<file path="src/rtl/fc_layer_ctrl.sv">
// Fully connected layer sequencer: walks features/weights per output neuron, drives the
// external MAC strobes aligned to memory read latency, writes results and tracks the argmax.
module fc_layer_ctrl #(
   parameter int N_IN    = 64,
   parameter int N_OUT   = 10,
   parameter int RD_LAT  = 1,
   parameter int ACC_W   = 24,
   parameter int FEAT_AW = 6,
   parameter int W_AW    = 10
) (
   input  logic                    clk,
   input  logic                    reset,
   input  logic                    start,
   output logic                    busy,
   output logic                    done,
   output logic                    mem_rd_en,
   output logic [FEAT_AW-1:0]      feat_addr,
   output logic [W_AW-1:0]         w_addr,
   output logic                    mac_clr,
   output logic                    mac_en,
   input  logic signed [ACC_W-1:0] acc_in,
   output logic                    res_we,
   output logic [3:0]              res_addr,
   output logic [ACC_W-1:0]        res_data,
   output logic [3:0]              pred,
   output logic                    pred_valid
);

   typedef enum logic [2:0] {StIdle, StRead, StDrain, StWrite, StDone} state_e;

   localparam logic [FEAT_AW-1:0] LastI     = FEAT_AW'(N_IN - 1);
   localparam logic [3:0]         LastN     = 4'(N_OUT - 1);
   localparam logic [2:0]         LastDrain = 3'(RD_LAT);

   state_e                  state_q, state_d;
   logic [FEAT_AW-1:0]      i_q, i_d;
   logic [W_AW-1:0]         w_cnt_q, w_cnt_d;
   logic [3:0]              n_q, n_d;
   logic [2:0]              drain_q, drain_d;
   logic signed [ACC_W-1:0] max_val_q, max_val_d;
   logic [3:0]              pred_q, pred_d;
   logic                    pred_valid_q, pred_valid_d;
   logic [RD_LAT-1:0]       en_pipe_q, en_pipe_d;
   logic [RD_LAT-1:0]       clr_pipe_q, clr_pipe_d;
   logic                    rd_en;

   assign rd_en = (state_q == StRead);

   always_comb begin
      state_d      = state_q;
      i_d          = i_q;
      w_cnt_d      = w_cnt_q;
      n_d          = n_q;
      drain_d      = drain_q;
      max_val_d    = max_val_q;
      pred_d       = pred_q;
      pred_valid_d = pred_valid_q;

      unique case (state_q)
         StIdle: begin
            if (start) begin
               n_d          = 4'd0;
               i_d          = '0;
               w_cnt_d      = '0;
               pred_valid_d = 1'b0;
               state_d      = StRead;
            end
         end
         StRead: begin
            // Weight address is a free-running counter, so no n*N_IN multiply is needed.
            w_cnt_d = w_cnt_q + W_AW'(1);
            if (i_q == LastI) begin
               i_d     = '0;
               drain_d = 3'd0;
               state_d = StDrain;
            end else begin
               i_d = i_q + FEAT_AW'(1);
            end
         end
         StDrain: begin
            if (drain_q == LastDrain) begin
               state_d = StWrite;
            end else begin
               drain_d = drain_q + 3'd1;
            end
         end
         StWrite: begin
            // Strict compare keeps the lower index on ties; neuron 0 always loads.
            if ((n_q == 4'd0) || (acc_in > max_val_q)) begin
               max_val_d = acc_in;
               pred_d    = n_q;
            end
            if (n_q == LastN) begin
               state_d = StDone;
            end else begin
               n_d     = n_q + 4'd1;
               state_d = StRead;
            end
         end
         StDone: begin
            pred_valid_d = 1'b1;
            state_d      = StIdle;
         end
         default: state_d = StIdle;
      endcase

      en_pipe_d[0]  = rd_en;
      clr_pipe_d[0] = rd_en & (i_q == '0);
      for (int k = 1; k < RD_LAT; k++) begin
         en_pipe_d[k]  = en_pipe_q[k-1];
         clr_pipe_d[k] = clr_pipe_q[k-1];
      end
   end

   always_ff @(posedge clk or posedge reset) begin
      if (reset) begin
         state_q      <= StIdle;
         i_q          <= '0;
         w_cnt_q      <= '0;
         n_q          <= 4'd0;
         drain_q      <= 3'd0;
         max_val_q    <= '0;
         pred_q       <= 4'd0;
         pred_valid_q <= 1'b0;
         en_pipe_q    <= '0;
         clr_pipe_q   <= '0;
      end else begin
         state_q      <= state_d;
         i_q          <= i_d;
         w_cnt_q      <= w_cnt_d;
         n_q          <= n_d;
         drain_q      <= drain_d;
         max_val_q    <= max_val_d;
         pred_q       <= pred_d;
         pred_valid_q <= pred_valid_d;
         en_pipe_q    <= en_pipe_d;
         clr_pipe_q   <= clr_pipe_d;
      end
   end

   assign busy       = (state_q != StIdle);
   assign done       = (state_q == StDone);
   assign mem_rd_en  = rd_en;
   assign feat_addr  = i_q;
   assign w_addr     = w_cnt_q;
   assign mac_en     = en_pipe_q[RD_LAT-1];
   assign mac_clr    = clr_pipe_q[RD_LAT-1];
   assign res_we     = (state_q == StWrite);
   assign res_addr   = n_q;
   assign res_data   = res_we ? acc_in : '0;
   assign pred       = pred_q;
   assign pred_valid = pred_valid_q;

endmodule

</file>
<file path="config.mk">
export PLATFORM = sky130hd
export DESIGN_NAME = fc_layer_ctrl
export DESIGN_NICKNAME = d
export VERILOG_FILES = /design/src/rtl/fc_layer_ctrl.sv
export SDC_FILE = /design/constraint.sdc
export NUM_CORES = 1
export LEC_CHECK = 0
export CORE_ASPECT_RATIO = 1.75
export CORE_MARGIN = 1.5
export CORE_UTILIZATION = 40
export DETAILED_ROUTE_END_ITERATION = 12
export PLACE_DENSITY = 0.72
export SLEW_MARGIN = 20
export SYNTH_ARGS = -nofsm -noshare
export SYNTH_HDL_FRONTEND = slang
export SYNTH_SLANG_ARGS = --single-unit
</file>
<file path="constraint.sdc">
create_clock -name clk -period 4.79 [get_ports clk]
set_input_delay 0.479 -clock clk [delete_from_list [all_inputs] [get_ports clk]]
set_output_delay 0.479 -clock clk [all_outputs]
set_load 0.005 [all_outputs]
</file>
# Word level (Yosys, flattened, before mapping)
# Index checks and enable logic that the tools add are counted.
[word_totals]
wordCells = 62
register_bits = 57
out_inout_bits = 55
input_bits = 27
[op_classes]
n_bitwise = 1
add_sub_neg = 4
mux = 19
eq_ne = 12
reduce_logical = 15
n_lt_le_gt_ge = 1
[ops]
columns = ["op", "count"]
rows = [
  ["> comparator 24 bit", 1],
  ["2-to-1 mux 24 bit", 1],
  ["case mux 10 bit (2 select lines)", 1],
  ["2-to-1 mux 3 bit", 6],
  ["2-to-1 mux 6 bit", 2],
  ["case mux 3 bit (4 select lines)", 1],
  ["case mux 6 bit (2 select lines)", 1],
  ["adder 10 x 1 -> 10 bit, second input constant", 1],
  ["2-to-1 mux 10 bit", 1],
  ["AND reduction 3 bit", 3],
  ["2-to-1 mux 4 bit", 2],
  ["!= test 2 bit, second input constant", 4],
  ["case mux 4 bit (2 select lines)", 1],
  ["nonzero test 2 bit", 4],
  ["adder 6 x 1 -> 6 bit, second input constant", 1],
  ["== test 3 x 1 -> 1 bit, second input constant", 2],
  ["== test 3 x 2 -> 1 bit, second input constant", 2],
  ["== test 6 bit, second input constant", 1],
  ["logical NOT 6 bit", 1],
  ["case mux 3 bit (2 select lines)", 1],
  ["AND reduction 2 bit", 3],
  ["adder 4 x 1 -> 4 bit, second input constant", 1],
  ["== test 4 bit, second input constant", 1],
  ["logical NOT 4 bit", 1],
  ["9 further kinds", 9],
]

# Depth between registers and ports, before layout
[depth]
depth_word = 3
ltp_mapped = 9
depth_no_buf = 8

# Worst setup path after synthesis
# Ideal clock, no wire load.
[synth_timing]
path_type = "input port to flip-flop"
from = "in acc_in[17]"
to = "reg max_val_q[0]"
n_path_buf = 1
setup_time_ps = 125
cell_stages = 8
setup_slack_ps = 2405
arrival_time_ps = 2260
t_required_ps = 4665
path_cell_list = "ha_1 -> a21o_1 -> nand3_1 -> a21oi_1 -> nor4_1 -> a31oi_4 -> buf_6 -> mux2_4"
[synth_between]
elab_chain_len = 3
[synth_lines]
columns = ["item", "line", "text"]
rows = [
  ["start: declaration", "21", "input logic signed [ACC_W-1:0] acc_in,"],
  ["> comparator 24 bit", "89", "if ((n_q == 4'd0) || (acc_in > max_val_q)) begin"],
  ["logical OR 1 bit", "89", ""],
  ["AND reduction 2 bit (no source line)", "--", ""],
  ["end signal: assignment", "133", "max_val_q <= max_val_d;"],
  ["end: declaration", "40", "logic signed [ACC_W-1:0] max_val_q, max_val_d;"],
]
# No other way between the ends.
# A chain may end at the register's enable or synchronous reset.

# Worst setup path in the final report
[layout_timing]
from = "in acc_in[23]"
to = "reg max_val_q[14]"
# The elaborated chain is that of the path after synthesis.

==> impl_summary.md <==
Synth
The share of synthesized area in the top cell type comes to 0.420. The share of the Yosys chip area taken by registers is 0.420. Sorting the synthesized cells by area gives the leading types as dfrtp_1 42%, ha_1 12%, mux2_4 8.8%. For this run, the number of Yosys warnings is 0. The cell type contributing the most total cell area after synthesis is dfrtp_1.

The net count after synthesis is 391. The cell area after technology mapping is 0.00340 mm^2. The netlist uses 40 different library cells. The average instance area after synthesis is 10.2 um^2. The number of standard cells after synthesis is 332. Counting flops and latches in the post-synthesis netlist gives 57.

Setup path
The arrival time at the worst endpoint is 3.40 ns. Counting buffers and inverters, the worst setup path is 8 cells deep. The endpoint of the worst register-to-register path is max_val_q[14]. The maximum fanout along the worst path is 14. The kind of capture point of the worst setup path is a flip-flop. The kind of cell with the highest combined delay along the critical path is buffers and inverters. The number of cells traversed by the worst register-to-register path is 8. The count of buffer and inverter cells on the critical path is 2. The delay of the slowest cell on the worst path is 0.56 ns. The critical path required time is 5.00 ns. The worst register-to-register path has a setup slack of 1.81 ns.

The reg-to-reg critical path startpoint is max_val_q[23]. The sort of element at the start of the critical path is an input port. The class of the most critical setup path is in2reg.

For this design, the slowest cell found on the critical path is a31oi_4. Walking the worst path, the cells encountered are clkdlybuf4s50_1, ha_1, nand4_1, nor4_1, o31ai_1, a31oi_4, buf_4, mux2_2.

Timing
The transition time at the pin with the least slew margin is 0.981 ns. The setup total negative slack is 0 ns. The number of slew-limit violations in the final report was 0. Based on the critical path, the design can be clocked at up to 313 MHz. The worst clock skew is 0.00390 ns. Setup violations remaining at the end of the flow were counted as 0. Setup repair after global routing left no endpoint under its margin. The worst-case headroom to the max-slew limit is 0.346. For the finished layout, the period the worst path requires is 3.20 ns. The period utilization is 0.667.

The hold violation count in the final report is 0.

Clock tree
In this run the clock root is driven by a clkbuf_16. The number of buffers inserted to repair setup after CTS is 0. For this design, the CTS-stage hold fixing added 0 buffers. The clock latency at the later pin of the worst-skew pair is 0.32 ns. The H-tree was split into 3 levels. The TritonCTS clock tree is done.

After clock tree synthesis, the clock-pin slew on the worst setup and hold paths is 0.05 ns. No sink is reached through more buffers than the 2 on the longest clock path. The number of gates given a new drive strength after cts is 0.

The total clock sinks is 57. Counting the buffers created by CTS gives 9.

Floorplanning
The area of the die is 0.00908 mm^2. The horizontal die dimension is 72.7 um. The count of pins on the block boundary is 82. The floorplan die height is 125 um. The row count is 44.

The initial utilization of the core area, before any placement, comes to 0.411. The floorplan core area is 0.00826 mm^2.

Detailed routing
The sum of routed wire length over all layers is 7610 um. Across all layers, the routed design uses 2,737 vias. The number of routed nets with antenna violations is 0. The first TritonRoute pass finished after 4 iterations. The mean number of vias per cell is 5.32. After the first detailed-routing iteration, the DRC count stood at 147. The average wire per cell in the routed design is 14.8 um.

The DRC violation count after routing is 0.

Placed design
The congestion estimate from routability-driven global placement came to 0.814. The wire-length estimate of the detail-placed layout is 5410 um. The number of port buffers is 81.

Cells and area
The area overhead of the layout relative to synthesis is 34.5%. For this run, the post-layout net count is 477. Leaving out fill and tap cells, the most frequent cell in the layout is clkdlybuf4s50_1. The repair_antennas step left the layout with diodes totalling 0.

Summing all multi-input logic gate instances after layout gives 0.00177 mm^2. The sequential cell area is 0.00143 mm^2. The count of filler cells inserted in the layout is 746. For this run, the share of the core covered by cells in the final layout is 0.553.

Leaving out fill and tap cells, the most frequent cells in the layout are 81 x clkdlybuf4s50_1, 57 x dfrtp_1, 38 x inv_1. Of the cells placed in the final design, the portion with a size suffix greater than 1 is 0.116.

Global routing
Global routing finished with a remaining overflow of 0. The initial antenna violation count is 0. The number of global-route vias before repair was 2,678.

The overall fraction of global-route tracks in use is 0.178. The maximum number of pins on one net before global-route repair is 58. The wire length of the first global-routing pass is 12,700 um.

Flow run
Max-cap violations in this run came to 0.

Power
The analysis attributes to cell leakage a power of 2.12 nW. The worst-case IR drop observed on VDD is 0.353 mV. The areal power density over the cells is 586 mW/mm^2.

Run status
The flow ran to the end, and the final reports show no timing, DRC or antenna violations.

Min path
The path with the worst hold slack has its endpoint at pred_valid. The worst hold path begins at pred_valid. The number of stages on the worst hold path is 1.

In this run the worst hold path is classified as reg2reg.
## kinds of logic after synthesis
family	count (synthesis)	share of synthesized area
compound gates	62	0.117
simple gates	98	0.153
xor+xnor	4	0.0103
fa+ha+maj	32	0.118
flops	57	0.420
mux	31	0.123
buf+inv	48	0.0589
## layer usage
| metal | global-route usage | part of all wire |
|---|---|---|
| met1 | 0.211 | 0.42 |
| met2 | 0.304 | 0.52 |
| met3 | 0.0380 | 0.048 |
| met4 | 0.0733 | 0.015 |
| met5 | 0 | 0 |
## worst reg2reg max path, cell delays in order (launching register included)
cell,delay (ns)
dfrtp_1,0.35
inv_1,0.06
ha_1,0.30
nand4_1,0.19
nor4_1,0.44
o31ai_1,0.22
a31oi_4,0.56
buf_4,0.37
mux2_2,0.37
## per-stage QoR
step	cell area (um^2)	power [mW]	hold slack, ns	setup slack (ns)	std cells
2_1_floorplan	3400	1.67	0.470	2.40	332
3_3_place_gp	4290	2.05	0.466	1.35	499
3_5_place_dp	4290	2.08	0.470	1.23	499
4_1_cts	4570	2.71	0.486	1.58	514
5_1_grt	4570	2.89	0.507	1.40	514
6_report	4570	2.68	0.482	1.59	514
## registers in the layout, summed over array words and instances (netlist names)
signal	flops
drain_q	3
res_addr	4
w_addr	10
feat_addr	6
pred	4
mac_en	1
state_q	3
max_val_q	24
pred_valid	1
mac_clr	1
## cells in the mapped netlist
| cell type | count |
|---|---|
| ha_1 | 32 |
| or3b_2 | 2 |
| nor4_1 | 2 |
| o311ai_0 | 1 |
| dfrtp_1 | 57 |
| nand2_1 | 20 |
| mux2_2 | 7 |
| o21bai_1 | 1 |
| o31ai_1 | 2 |
| a211oi_1 | 3 |
| nand3b_1 | 1 |
| a31oi_4 | 1 |
| nor3b_1 | 1 |
| mux2i_1 | 4 |
| nor2b_1 | 3 |
| buf_2 | 1 |
| o21ai_0 | 20 |
| a21o_1 | 7 |
| and3_1 | 3 |
| xnor2_1 | 2 |
| mux2_4 | 20 |
| nand3_1 | 11 |
| nor2_1 | 16 |
| a21oi_1 | 15 |
| a22o_1 | 3 |
| o32a_1 | 1 |
| buf_6 | 2 |
| a31oi_1 | 4 |
| clkbuf_1 | 5 |
| or2b_2 | 1 |
| inv_1 | 39 |
| or4b_2 | 1 |
| o41ai_1 | 1 |
| nor3_1 | 3 |
| nand4_1 | 11 |
| and2_1 | 23 |
| buf_4 | 1 |
| o211ai_1 | 2 |
| a2111oi_0 | 1 |
| xor2_1 | 2 |
## report_power, final
group / leakage [nW] / internal (mW) / switching, mW / total [mW]
combinational: 1.25 / 0.705 / 0.566 / 1.27
clock: 0.139 / 0.396 / 0.208 / 0.604
sequential: 0.724 / 0.661 / 0.140 / 0.802
## how the worst max path moves through the flow
stage	to	from
after floorplan	max_val_q[0]	acc_in[17]
after global placement	max_val_q[18]	acc_in[23]
after detailed placement	max_val_q[17]	acc_in[23]
after CTS	max_val_q[14]	acc_in[23]
after global routing	max_val_q[14]	acc_in[23]
final	max_val_q[14]	acc_in[23]
## final cells by class
type,count,share of cell area
Sequential cell,57,0.312
Tap cell,92,0.0252
Inverter,39,0.0320
Clock inverter,4,0.00986
Timing Repair Buffer,84,0.182
Multi-Input combinational cell,227,0.387
Clock buffer,11,0.0509
Power figures use the tool's default switching activity.
